### config.mk
export PLATFORM = sky130hd
export DESIGN_NAME = spi_slave_frame
export DESIGN_NICKNAME = d
export VERILOG_FILES = /design/src/rtl/spi_slave_frame.sv
export SDC_FILE = /design/constraint.sdc
export NUM_CORES = 1
export LEC_CHECK = 0
export CORE_ASPECT_RATIO = 1.4
export CORE_MARGIN = 3
export CORE_UTILIZATION = 49
export DETAILED_ROUTE_END_ITERATION = 6
export PLACE_DENSITY = 0.75
export SLEW_MARGIN = 15
export SYNTH_ARGS = -nofsm -noshare
export SYNTH_HDL_FRONTEND = slang
export SYNTH_SLANG_ARGS = --single-unit
### constraint.sdc
create_clock -name sysclk -period 1.7 [get_ports sysclk]
set_input_delay 0.34 -clock sysclk [delete_from_list [all_inputs] [get_ports sysclk]]
set_output_delay 0.34 -clock sysclk [all_outputs]
set_load 0.02 [all_outputs]
### src/rtl/spi_slave_frame.sv
// SPI slave for one CMD|ADDR|PAYLOAD frame per chip-select window, any CPOL/CPHA mode.
// A response frame is buffered through a valid/ready handshake and shifted out on miso.
module spi_slave_frame #(
  parameter int unsigned CMD_BITS     = 8,
  parameter int unsigned ADDR_BITS    = 8,
  parameter int unsigned PAYLOAD_BITS = 8,
  parameter int unsigned CPOL         = 0,
  parameter int unsigned CPHA         = 0,
  parameter int unsigned SYNC_STAGES  = 2,
  localparam int unsigned FRAME_W     = CMD_BITS + ADDR_BITS + PAYLOAD_BITS,
  localparam int unsigned CNT_W       = $clog2(FRAME_W + 1)
) (
  input  logic                    sysclk,
  input  logic                    rst_n,
  input  logic                    sclk,
  input  logic                    cs_n,
  input  logic                    mosi,
  output logic                    miso,
  output logic                    miso_oe,
  input  logic [FRAME_W-1:0]      tx_data,
  input  logic                    tx_valid,
  output logic                    tx_ready,
  output logic [CMD_BITS-1:0]     o_cmd,
  output logic [ADDR_BITS-1:0]    o_addr,
  output logic [PAYLOAD_BITS-1:0] o_payload,
  output logic                    rx_valid,
  output logic                    rx_abort,
  output logic                    tx_underrun
);

  localparam logic SclkIdle   = (CPOL != 0);
  localparam logic LateSample = (CPHA != 0);

  typedef enum logic [1:0] {StIdle, StShift, StDone, StHold} state_e;

  logic [SYNC_STAGES-1:0] sclk_s, cs_s, mosi_s;

  state_e             state_q;
  logic [FRAME_W-1:0] rx_shift_q;
  logic [FRAME_W-1:0] tx_shift_q;
  logic [FRAME_W-1:0] tx_buf_q;
  logic               tx_full_q;
  logic [CNT_W-1:0]   bit_cnt_q;

  logic sclk_rise, sclk_fall, lead_edge, trail_edge, sample_edge, shift_edge;
  logic cs_fall, cs_high, mosi_bit;

  // cs_s resets low so a reset inside an active window never sees a fresh falling edge.
  always_ff @(posedge sysclk) begin
    if (!rst_n) begin
      sclk_s <= {SYNC_STAGES{SclkIdle}};
      cs_s   <= '0;
      mosi_s <= '0;
    end else begin
      sclk_s <= {sclk_s[SYNC_STAGES-2:0], sclk};
      cs_s   <= {cs_s[SYNC_STAGES-2:0], cs_n};
      mosi_s <= {mosi_s[SYNC_STAGES-2:0], mosi};
    end
  end

  assign sclk_rise   = sclk_s[SYNC_STAGES-2] & ~sclk_s[SYNC_STAGES-1];
  assign sclk_fall   = ~sclk_s[SYNC_STAGES-2] & sclk_s[SYNC_STAGES-1];
  assign lead_edge   = SclkIdle ? sclk_fall : sclk_rise;
  assign trail_edge  = SclkIdle ? sclk_rise : sclk_fall;
  assign sample_edge = LateSample ? trail_edge : lead_edge;
  assign shift_edge  = LateSample ? lead_edge : trail_edge;
  assign cs_fall     = ~cs_s[SYNC_STAGES-2] & cs_s[SYNC_STAGES-1];
  assign cs_high     = cs_s[SYNC_STAGES-2];
  // One stage older than the sclk edge view, so data is settled when the edge is seen.
  assign mosi_bit    = mosi_s[SYNC_STAGES-1];

  assign tx_ready = rst_n && !tx_full_q && (state_q == StIdle);

  always_ff @(posedge sysclk) begin
    if (!rst_n) begin
      state_q     <= StIdle;
      rx_shift_q  <= '0;
      tx_shift_q  <= '0;
      tx_buf_q    <= '0;
      tx_full_q   <= 1'b0;
      bit_cnt_q   <= '0;
      o_cmd       <= '0;
      o_addr      <= '0;
      o_payload   <= '0;
      miso        <= 1'b0;
      miso_oe     <= 1'b0;
      rx_valid    <= 1'b0;
      rx_abort    <= 1'b0;
      tx_underrun <= 1'b0;
    end else begin
      rx_valid    <= 1'b0;
      rx_abort    <= 1'b0;
      tx_underrun <= 1'b0;

      if (tx_valid && tx_ready) begin
        tx_buf_q  <= tx_data;
        tx_full_q <= 1'b1;
      end

      unique case (state_q)
        StIdle: begin
          miso    <= 1'b0;
          miso_oe <= 1'b0;
          if (cs_fall) begin
            state_q    <= StShift;
            bit_cnt_q  <= '0;
            rx_shift_q <= '0;
            miso_oe    <= 1'b1;
            // A handshake in this same cycle cannot reach this frame; it stays buffered.
            if (tx_full_q) begin
              tx_shift_q <= tx_buf_q;
              miso       <= tx_buf_q[FRAME_W-1];
              tx_full_q  <= 1'b0;
            end else begin
              tx_shift_q  <= '0;
              tx_underrun <= 1'b1;
            end
          end
        end
        StShift: begin
          if (bit_cnt_q == CNT_W'(FRAME_W)) begin
            state_q <= StDone;
          end else if (cs_high) begin
            state_q  <= StIdle;
            rx_abort <= 1'b1;
          end else begin
            if (sample_edge) begin
              rx_shift_q <= {rx_shift_q[FRAME_W-2:0], mosi_bit};
              bit_cnt_q  <= bit_cnt_q + 1'b1;
            end
            // With late sampling the MSB is already on miso before the first shift edge.
            if (shift_edge && !(LateSample && bit_cnt_q == '0)) begin
              tx_shift_q <= tx_shift_q << 1;
              miso       <= tx_shift_q[FRAME_W-2];
            end
          end
        end
        StDone: begin
          o_cmd     <= rx_shift_q[FRAME_W-1 -: CMD_BITS];
          o_addr    <= rx_shift_q[FRAME_W-CMD_BITS-1 -: ADDR_BITS];
          o_payload <= rx_shift_q[PAYLOAD_BITS-1:0];
          rx_valid  <= 1'b1;
          miso      <= 1'b0;
          state_q   <= StHold;
        end
        StHold: begin
          miso <= 1'b0;
          if (cs_high) begin
            state_q <= StIdle;
          end
        end
      endcase

      if (cs_high) begin
        miso    <= 1'b0;
        miso_oe <= 1'b0;
      end
    end
  end

endmodule

Word level (Yosys, flattened, before mapping)

Cells that the tools add are included.

Logic and storage cells: 81
Output and inout port bits: 30
Bits in registers: 114

Add/sub/neg operators: 1
Equal/unequal tests: 9
Bitwise operators: 8
Muxes and demuxes: 33
Reductions and logical operators: 13

Operators with widths:

| operator                                                         | count |
|---|---|
| 23-bit 2-to-1 mux                                                | 5 |
| 24-bit 2-to-1 mux                                                | 4 |
| 24-bit one-hot mux with 2 select lines                           | 1 |
| 23-bit one-hot mux with 2 select lines                           | 1 |
| 5-bit 2-to-1 mux                                                 | 4 |
| 1-bit 2-to-1 mux                                                 | 12 |
| 2-bit inequality test (second input constant)                    | 5 |
| 5-bit one-hot mux with 2 select lines                            | 1 |
| 5-bit AND reduction                                              | 2 |
| 2-bit one-hot mux with 4 select lines                            | 1 |
| 2-bit 2-to-1 mux                                                 | 3 |
| 5-bit by 1-bit adder with 5-bit output (second input constant)   | 1 |
| 5-bit == test (second input constant)                            | 1 |
| 1-bit inverter                                                   | 5 |
| 2-bit == test (second input constant)                            | 2 |
| 2-bit OR reduction                                               | 2 |
| 1-bit bitwise AND                                                | 3 |
| 1-bit logical AND                                                | 3 |
| 1-bit one-hot mux with 3 select lines                            | 1 |
| 3-bit AND reduction                                              | 1 |
| 3-bit OR reduction                                               | 1 |
| 2-bit by 1-bit == test with 1-bit output (second input constant) | 1 |
| 2-bit logical NOT                                                | 1 |
| 2-bit AND reduction                                              | 1 |
| other kinds (2)                                                  | 2 |

Longest topological paths before layout

Gate-level depths: netlist (run 1).

Word-level depth: 8
Depth in mapped cells: 8

Worst setup path before layout (run 1)

Ideal clock, no wire load.

Kind: reg-to-reg
Start point: register bit_cnt_q[0]
End point: register tx_shift_q[10]
Period minus slack after synthesis: 1.667 ns
Path slack: 0.033 ns
Buffers on the path: 2
Data arrival time: 1.551 ns
Cell stages (with the launch flop): 9
Path through: dfxtp_1 inv_1 ha_1 nand4b_4 a31o_1 and2_1 buf_6 buf_6 o211a_1

Longest elaborated chain between the ends: 3

Ends and longest elaborated chain:

| element                         | line | source |
|---|---|---|
| from (decl)                     | 43   | `logic [CNT_W-1:0] bit_cnt_q;` |
| from (signal assigned)          | 129  | `bit_cnt_q <= bit_cnt_q + 1'b1;` |
| 5-bit == test                   | 121  | `if (bit_cnt_q == CNT_W'(FRAME_W)) begin` |
| 2-bit inequality test (no line) | --   |  |
| 5-bit AND reduction (no line)   | --   |  |
| to (signal assigned)            | 111  | `tx_shift_q <= tx_buf_q;` |
| to (signal assigned)            | 133  | `tx_shift_q <= tx_shift_q << 1;` |
| to (decl)                       | 40   | `logic [FRAME_W-1:0] tx_shift_q;` |

Every way passes these cells.
A chain may end at the register's enable or synchronous reset.

Final worst setup path (run 1)

Start point: register o_payload[4]
End point: output o_payload[4]

RTL lines:

| element                | line | source |
|---|---|---|
| from (decl)            | 25   | `output logic [PAYLOAD_BITS-1:0] o_payload,` |
| from (signal assigned) | 141  | `o_payload <= rx_shift_q[PAYLOAD_BITS-1:0];` |

No word-level cell between the ends.

==> results of run 1 <==
==> registers in the layout (all words and copies together) (netlist names), 5 cells and up <==
signal and flops:
tx_shift_q 23, o_addr 8, bit_cnt_q 5, o_cmd 8, tx_buf_q 24, o_payload 8
rx_shift_q 24
==> synth_stat cells, drive strengths merged, types with 2 or more instances <==
library cell    n
nand4          22
a21boi         50
and2           11
nor3b           2
o211a          25
dfxtp         114
buf            18
a21oi           3
ha              2
nor4b           2
nand3          27
nand2b          3
nor2            6
inv             3
and3            2
clkbuf         26
nand2         125
a22o           25
nor2b           5
==> power by group through the flow <==
stage / clock, mW / combinational, mW / sequential, mW
3_3_place_gp: 0 / 0.365 / 2.83
6_report: 3.53 / 0.372 / 2.78
2_1_floorplan: 0 / 0.230 / 2.82
5_1_grt: 3.69 / 0.410 / 2.79
4_1_cts: 3.58 / 0.374 / 2.78
3_5_place_dp: 0 / 0.374 / 2.83
==> worst max path at each step <==
stage | start | to | slack [ns] | depth (start not counted)
final | o_payload[4] | o_payload[4] | 0.03 | 1
after global routing | bit_cnt_q[0] | tx_shift_q[12] | -0.01 | 7
after CTS | o_addr[3] | o_addr[3] | 0.0005 | 1
after detailed placement | rst_n | tx_ready | -0.04 | 3
after global placement | rst_n | tx_ready | -0.05 | 3
after floorplan | bit_cnt_q[0] | tx_shift_q[10] | 0.03 | 8
==> stage by stage <==
step	setup slack (ns)	util
after floorplan	0.0331	-
after global placement	-0.0519	0.594
after detailed placement	-0.0417	0.594
after CTS	0.000465	0.661
after global routing	-0.00959	0.668
final	0.0296	0.668
==> per-layer routing <==
layer	GRT usage	vias up	part of all wire
met3	0.0488	13	0.041
met4	0.0838	0	0.018
met5	0	-	0
li1	-	1801	-
met2	0.334	86	0.52
met1	0.214	1728	0.42
==> what timing repair did <==
| item | in CTS | in global routing |
|---|---|---|
| resized for setup | 10 | 24 |
| setup endpoints to repair | 8 | 45 |
| pin swaps | 1 | 2 |
==> logic make-up after synthesis <==
| logic type | after synthesis | share of synthesized area |
|---|---|---|
| simple gates | 209 | 0.222 |
| flops | 114 | 0.506 |
| compound gates | 110 | 0.206 |
| buf+inv | 47 | 0.0558 |
| mux | 2 | 0.00472 |
| fa+ha+maj | 2 | 0.00555 |
==> final cells by class <==
class	count	area [µm²]
clock buffers	22	464
clock inverters	10	133
fillers	676	2910
inverters	3	11.3
multi-input cells	323	1990
flip-flops and latches	114	2280
well taps	105	131
repair buffers	81	837
==> run metrics, run 1 <==
run status=complete, no violations; cell count after synthesis=484; via count=3,628; minimum clock period=1.67 ns; worst-path fanout max=2; via count of the first global-routing pass=3,612; final setup violating endpoints=0; fin. max-slew vios=0; hold path cells=3; count of hold-fix buffers inserted at cts=0; CTS clk-pin slew, worst paths=0.05 ns; gr usage total=0.191; I/O pin cnt=60; critical path data arrival time=1.33 ns; Worst-Skew Late Latency=0.40 ns; clock root cell=clkbuf_16; Synth Flop Type=dfxtp_1; IO Port Bufs=59; Worst Max-Slew Pin Slew=0.413 ns; P_int=5.30 mW; Syn Std Cell Area=0.00451 mm²; CTS tree=done; reg2reg end=tx_shift_q[12]; CP startpoint kind=flop; Yosys Warn Count=0; Die Ht=120 µm; PD cells=1140 mW/mm²; Async S/R FF share, synth=0; DRT iter0 DRCs=140; clock sinks=114; Max Fclk=599 MHz; max_cap viols=0; Setup TNS=0 ns; Yosys reg bits=114; leading area contributor after synthesis=dfxtp_1; H-Tree Depth=4; Final Hold Fails=0; Net Count, Synth=516; kind of cell adding the most delay to the critical path=buffers and inverters; largest net degree at the start of global routing=50; Post-synth EDFFs=0; Bufs on Longest Clock Path=2; Placed Instance Area=0.00520 mm²; top cells by area, synth=dfxtp_1 51%, nand2_1 10%, o211a_1 5.5%; Worst setup EP type=output port; Core Area=0.00876 mm²; most common library cell in the layout ignoring fill and taps=nand2_1; Synth top area share=0.506; Sw Ratio=0.208; antenna-violating nets left=0; worst vdd ir=0.000988 V; Synth Area per Inst=9.32 µm²; CP max-delay cell=clkdlybuf4s50_1; Hold Startpoint=rst_n; HP Class=input port to flop; n_diodes=0; combinational share of power=0.056; drt wl/cell=14.5 µm; Vias/cell=5.51; post-synthesis sequential area ratio=0.506; initial antenna violation count=0; Pre-Repair DR Iteration Count=4; worst reg2reg path startpoint=bit_cnt_q[0]; Buf+Inv Stages, Crit Path=1; Worst Skew=0.00957 ns; Remaining Overflow, GRT=0; Distinct cells, synth=39; worst r2r path cells=7; drt total wl=9.51 mm; final instance area=0.00585 mm²; die area=0.0104 mm²; Final nets=572; total power draw=6.69 mW; Sequential Power Share=0.416; Critical Path, Cell by Cell=clkdlybuf4s50_1; hold slack=0.393 ns; CTS Buf Count=17; Pleak=2.72 nW; synth-to-layout area growth=29.7%; commonest cells after routing, fill and taps aside=125 x nand2_1, 113 x dfxtp_1, 34 x clkdlybuf4s50_1, 29 x a21boi_0, 27 x nand3_1; normalized max-slew margin=0.725; Detail Placement HPWL=6.18 mm; critical path type=flop to output port; first-pass GRT wire length=16.0 mm; initial core utilization=0.515; Std-Cell Rows=40; layout cells sized above 1=0.119; width of the die=87.1 µm; flop2flop setup slack=0.07 ns; fin cells=658; WHS Endpoint=tx_underrun; Clk pwr share=0.528; Period Utilization, post-route=0.983; WP data required=1.36 ns; Sw Pwr=1.39 mW; RePlAce Congestion=0.768; DR DRC count=0; post-CTS setup buffers=0; placed cells=626; CP max stage delay=0.60 ns
Note: power is estimated with default switching activity, not from simulation.
==> run 2, diff against run 1 <==
SETUP_SLACK_MARGIN = 0.05   (was default)
==> run metrics, run 2 (same netlist as run 1, synthesis figures left out) <==
Period Utilization, post-route=0.996; gr usage total=0.192; drt wl/cell=14.1 µm; Die Ht=120 µm; n_diodes=0; worst slack, placed=-0.0458 ns; fin. max-slew vios=0; normalized max-slew margin=0.723; worst-path fanout max=4; via count of the first global-routing pass=3,547; critical path data arrival time=1.35 ns; Pleak=2.53 nW; synth-to-layout area growth=29.0%; CP startpoint kind=flop; Worst-Skew Late Latency=0.41 ns; Remaining Overflow, GRT=0; final setup violating endpoints=0; PD cells=1160 mW/mm²; Max Fclk=591 MHz; WP data required=1.36 ns; max_cap viols=0; Worst Max-Slew Pin Slew=0.416 ns; IO Port Bufs=59; worst vdd ir=0.00105 V; die area=0.0104 mm²; largest net degree at the start of global routing=50; reg2reg end=tx_shift_q[1]; Hold Startpoint=rst_n; run status=complete, no violations; CTS tree=done; Worst setup EP type=output port; Final WS setup=0.00764 ns; CTS Buf Count=17; Worst Skew=0.00850 ns; clock root cell=clkbuf_16; minimum clock period=1.69 ns; Detail Placement HPWL=6.08 mm; I/O pin cnt=60; Pre-Repair DR Iteration Count=4; RSZ-0062 raised after global routing=yes; critical path type=flop to output port; initial core utilization=0.515; clock sinks=114; Final Hold Fails=0; via count=3,648; width of the die=87.1 µm; Critical Path Start=state_q[1]; H-Tree Depth=4; CTS clk-pin slew, worst paths=0.05 ns; Vias/cell=5.50; worst r2r path cells=7; commonest cells after routing, fill and taps aside=125 x nand2_1, 114 x dfxtp_1, 29 x a21boi_0, 29 x dlygate4sd2_1, 28 x clkdlybuf4s50_1; most common library cell in the layout ignoring fill and taps=nand2_1; RePlAce Congestion=0.757; largest registers=rx_shift_q: 24 flops, tx_buf_q: 24 flops, tx_shift_q: 23 flops; Core Area=0.00876 mm²; CP endpoint=tx_ready; layout cells sized above 1=0.131; HP Class=input port to flop; first-pass GRT wire length=15.8 mm; Final nets=577; Bufs on Longest Clock Path=2; DR DRC count=0; antenna-violating nets left=0; drt total wl=9.34 mm; initial antenna violation count=0; flop2flop setup slack=0.11 ns; hold slack=0.392 ns; DRT iter0 DRCs=131; worst reg2reg path startpoint=bit_cnt_q[0]; Std-Cell Rows=40
==> run 2: cell count changes in the layout (fill, tap and decap cells not counted), sizes merged <==
| cell | previous run | this run |
|---|---|---|
| clkdlybuf4s50 | 34 | 28 |
| dlygate4sd2 | 5 | 29 |
| clkinvlp | 0 | 1 |
| and4 | 1 | 2 |
| dlymetal6s2s | 18 | 0 |
| buf | 24 | 28 |
| clkbuf | 22 | 21 |
==> run 2: metrics by stage <==
step | total power, mW | instances | cell area, µm² | utilization | TNS [ns]
global route | 6.96 | 663 | 5820 | 0.665 | -0.00859
CTS | 6.80 | 659 | 5780 | 0.660 | 0
detailed placement | 3.20 | 626 | 5190 | 0.593 | -0.0458
global placement | 3.19 | 626 | 5190 | 0.593 | -0.0500
floorplan | 3.05 | 484 | 4510 | - | 0
finish | 6.75 | 663 | 5820 | 0.665 | 0
==> run 2: area by class of cell <==
type                    instances  area [µm²]
fillers                       738        2940
flip-flops and latches        114        2280
multi-input cells             324        2000
repair buffers                 85         779
clock buffers                  21         480
clock inverters                11         133
well taps                     105         131
inverters                       3        11.3
==> run 2: critical path: stages, from the launching register on <==
cell	delay, ns
dfxtp_1	0.33
nor4b_4	0.40
buf_4	0.21
==> run 2: where the power goes <==
part / internal, mW / switching (mW)
clock network: 2.43 / 1.16
logic: 0.187 / 0.186
registers: 2.74 / 0.0385
==> run 2: how the worst min path moves through the flow <==
stage,cells after the start,end,slack (ns)
after floorplan,1,mosi_s[1],0.41
after global placement,1,mosi_s[1],0.43
after detailed placement,1,mosi_s[1],0.43
after CTS,3,tx_underrun,0.37
after global routing,3,tx_underrun,0.38
final,3,tx_underrun,0.39
==> run 2: repair_timing <==
| item | 4_1_cts | 5_1_grt |
|---|---|---|
| gates resized for setup | 36 | 4 |
| setup buffers | 1 | 3 |
| hold buffers | 0 | 0 |
| gates cloned | 0 | 1 |
| setup endpoints to repair | 52 | 49 |
| pin swaps | 2 | 3 |
==> run 2: layer usage <==
metal  track usage  part of all wire  vias up
met2         0.327              0.50       87
met1         0.213              0.42     1728
met4         0.110             0.030        0
li1              -                 -     1809
met3        0.0488             0.042       24
met5             0                 0        -
==> run 3, diff against run 2 <==
TNS_END_PERCENT = 20   (was default)
==> run metrics, run 3 (same netlist as run 1, synthesis figures left out) <==
Sw Ratio=0.206; RSZ-0062 raised after global routing=yes; worst vdd ir=0.00105 V; hold slack=0.402 ns; Pleak=2.53 nW; layout cells sized above 1=0.136; Max Fclk=595 MHz; n_diodes=0; DRT iter0 DRCs=115; largest registers=rx_shift_q: 24 flops, tx_buf_q: 24 flops, tx_shift_q: 23 flops; Pre-Repair DR Iteration Count=4; IO Port Bufs=59; Final Hold Fails=0; count of hold-fix buffers inserted at cts=0; initial core utilization=0.515; normalized max-slew margin=0.727; synth-to-layout area growth=29.2%; width of the die=87.1 µm; Bufs on Longest Clock Path=2; Worst-Skew Late Latency=0.41 ns; worst slack, placed=-0.0458 ns; Die Ht=120 µm; Util after Layout=0.666; Sw Pwr=1.39 mW; Core Area=0.00876 mm²; combinational share of power=0.056; CTS tree=done; CTS clk-pin slew, worst paths=0.05 ns; H-Tree Depth=4; first-pass GRT wire length=15.8 mm; die area=0.0104 mm²; clock root cell=clkbuf_16; initial antenna violation count=0; Sequential Power Share=0.412; clock sinks=114; most common library cell in the layout ignoring fill and taps=nand2_1; Final WS setup=0.0197 ns; PD cells=1160 mW/mm²; antenna-violating nets left=0; via count of the first global-routing pass=3,544; Period Utilization, post-route=0.988; Worst setup EP type=output port; CTS Buf Count=17; Detail Placement HPWL=6.08 mm; run status=complete, no violations; drt total wl=9.40 mm; P_int=5.37 mW; WP data required=1.36 ns; fin. max-slew vios=0; final instance area=0.00583 mm²; Worst Max-Slew Pin Slew=0.410 ns; largest net degree at the start of global routing=50; final setup violating endpoints=0; Worst Skew=0.00697 ns; kind of cell adding the most delay to the critical path=simple AND/OR/NAND/NOR gates; Critical Path, Cell by Cell=nor4b_4, buf_4; CP max stage delay=0.39 ns; Clk pwr share=0.533; minimum clock period=1.68 ns; Std-Cell Rows=40; via count=3,634; Final nets=578; Remaining Overflow, GRT=0; DR DRC count=0; CP startpoint kind=flop; HP Class=input port to flop; RePlAce Congestion=0.757; I/O pin cnt=60; CP max-delay cell=nor4b_4; max_cap viols=0; gr usage total=0.192; drt wl/cell=14.2 µm; critical path data arrival time=1.34 ns; Buf+Inv Stages, Crit Path=1; worst-path fanout max=3; Vias/cell=5.47; critical path type=flop to output port; Fillers=739; commonest cells after routing, fill and taps aside=125 x nand2_1, 112 x dfxtp_1, 29 x a21boi_0, 29 x dlygate4sd2_1, 28 x clkdlybuf4s50_1; Placed Instance Area=0.00519 mm²
[run 3: changes by cell type in the layout (fill, tap and decap cells not counted), sizes merged]
| cell | before | now |
|---|---|---|
| buf | 28 | 29 |
[run 3: per-stage QoR]
stage	power, mW	TNS (ns)	std cells
after floorplan	3.05	0	484
after CTS	6.80	0	658
after global placement	3.19	-0.0500	626
final	6.76	0	664
after global routing	6.97	-0.000441	664
after detailed placement	3.20	-0.0458	626
[run 3: layer usage]
| layer | GRT usage | wire length (µm) | up-vias |
|---|---|---|---|
| li1 | - | - | 1809 |
| met1 | 0.213 | 3970 | 1722 |
| met2 | 0.326 | 4790 | 81 |
| met3 | 0.0488 | 353 | 22 |
| met4 | 0.110 | 286 | 0 |
| met5 | 0 | 0 | - |
[run 3: worst min-delay path: stages]
cell     delay [ns]
buf_2          0.12
nor4b_4        0.15
and2_1         0.14
[run 3: power by group through the flow]
stage / sequential [mW] / clock, mW / combinational [mW]
after global placement: 2.83 / 0 / 0.360
after floorplan: 2.82 / 0 / 0.230
final: 2.78 / 3.60 / 0.377
after global routing: 2.79 / 3.76 / 0.417
after CTS: 2.78 / 3.65 / 0.369
after detailed placement: 2.83 / 0 / 0.369
[run 3: path summary, 6_finish.rpt]
path           startpoint             to  slack, ns  depth (start not counted)
max            state_q[0]       tx_ready       0.02                          2
min                 rst_n    tx_underrun       0.40                          3
max reg2reg  bit_cnt_q[0]  tx_shift_q[1]       0.10                          7
min reg2reg     mosi_s[0]      mosi_s[1]       0.44                          1
[run 3: cell type report]
class | instances | area (µm²) | share of cell area
Multi-Input combinational cell | 324 | 2000 | 0.343
Timing Repair Buffer | 86 | 787 | 0.135
Sequential cell | 114 | 2280 | 0.392
Tap cell | 105 | 131 | 0.0225
Clock inverter | 11 | 133 | 0.0228
Inverter | 3 | 11.3 | 0.00193
Clock buffer | 21 | 480 | 0.0824
[run 3: repair_timing]
action / 4_1_cts / 5_1_grt
setup endpoints to repair: 52 / 49
setup buffers: 0 / 5
resized for setup: 37 / 4
cloned: 0 / 1
pin swaps: 2 / 3
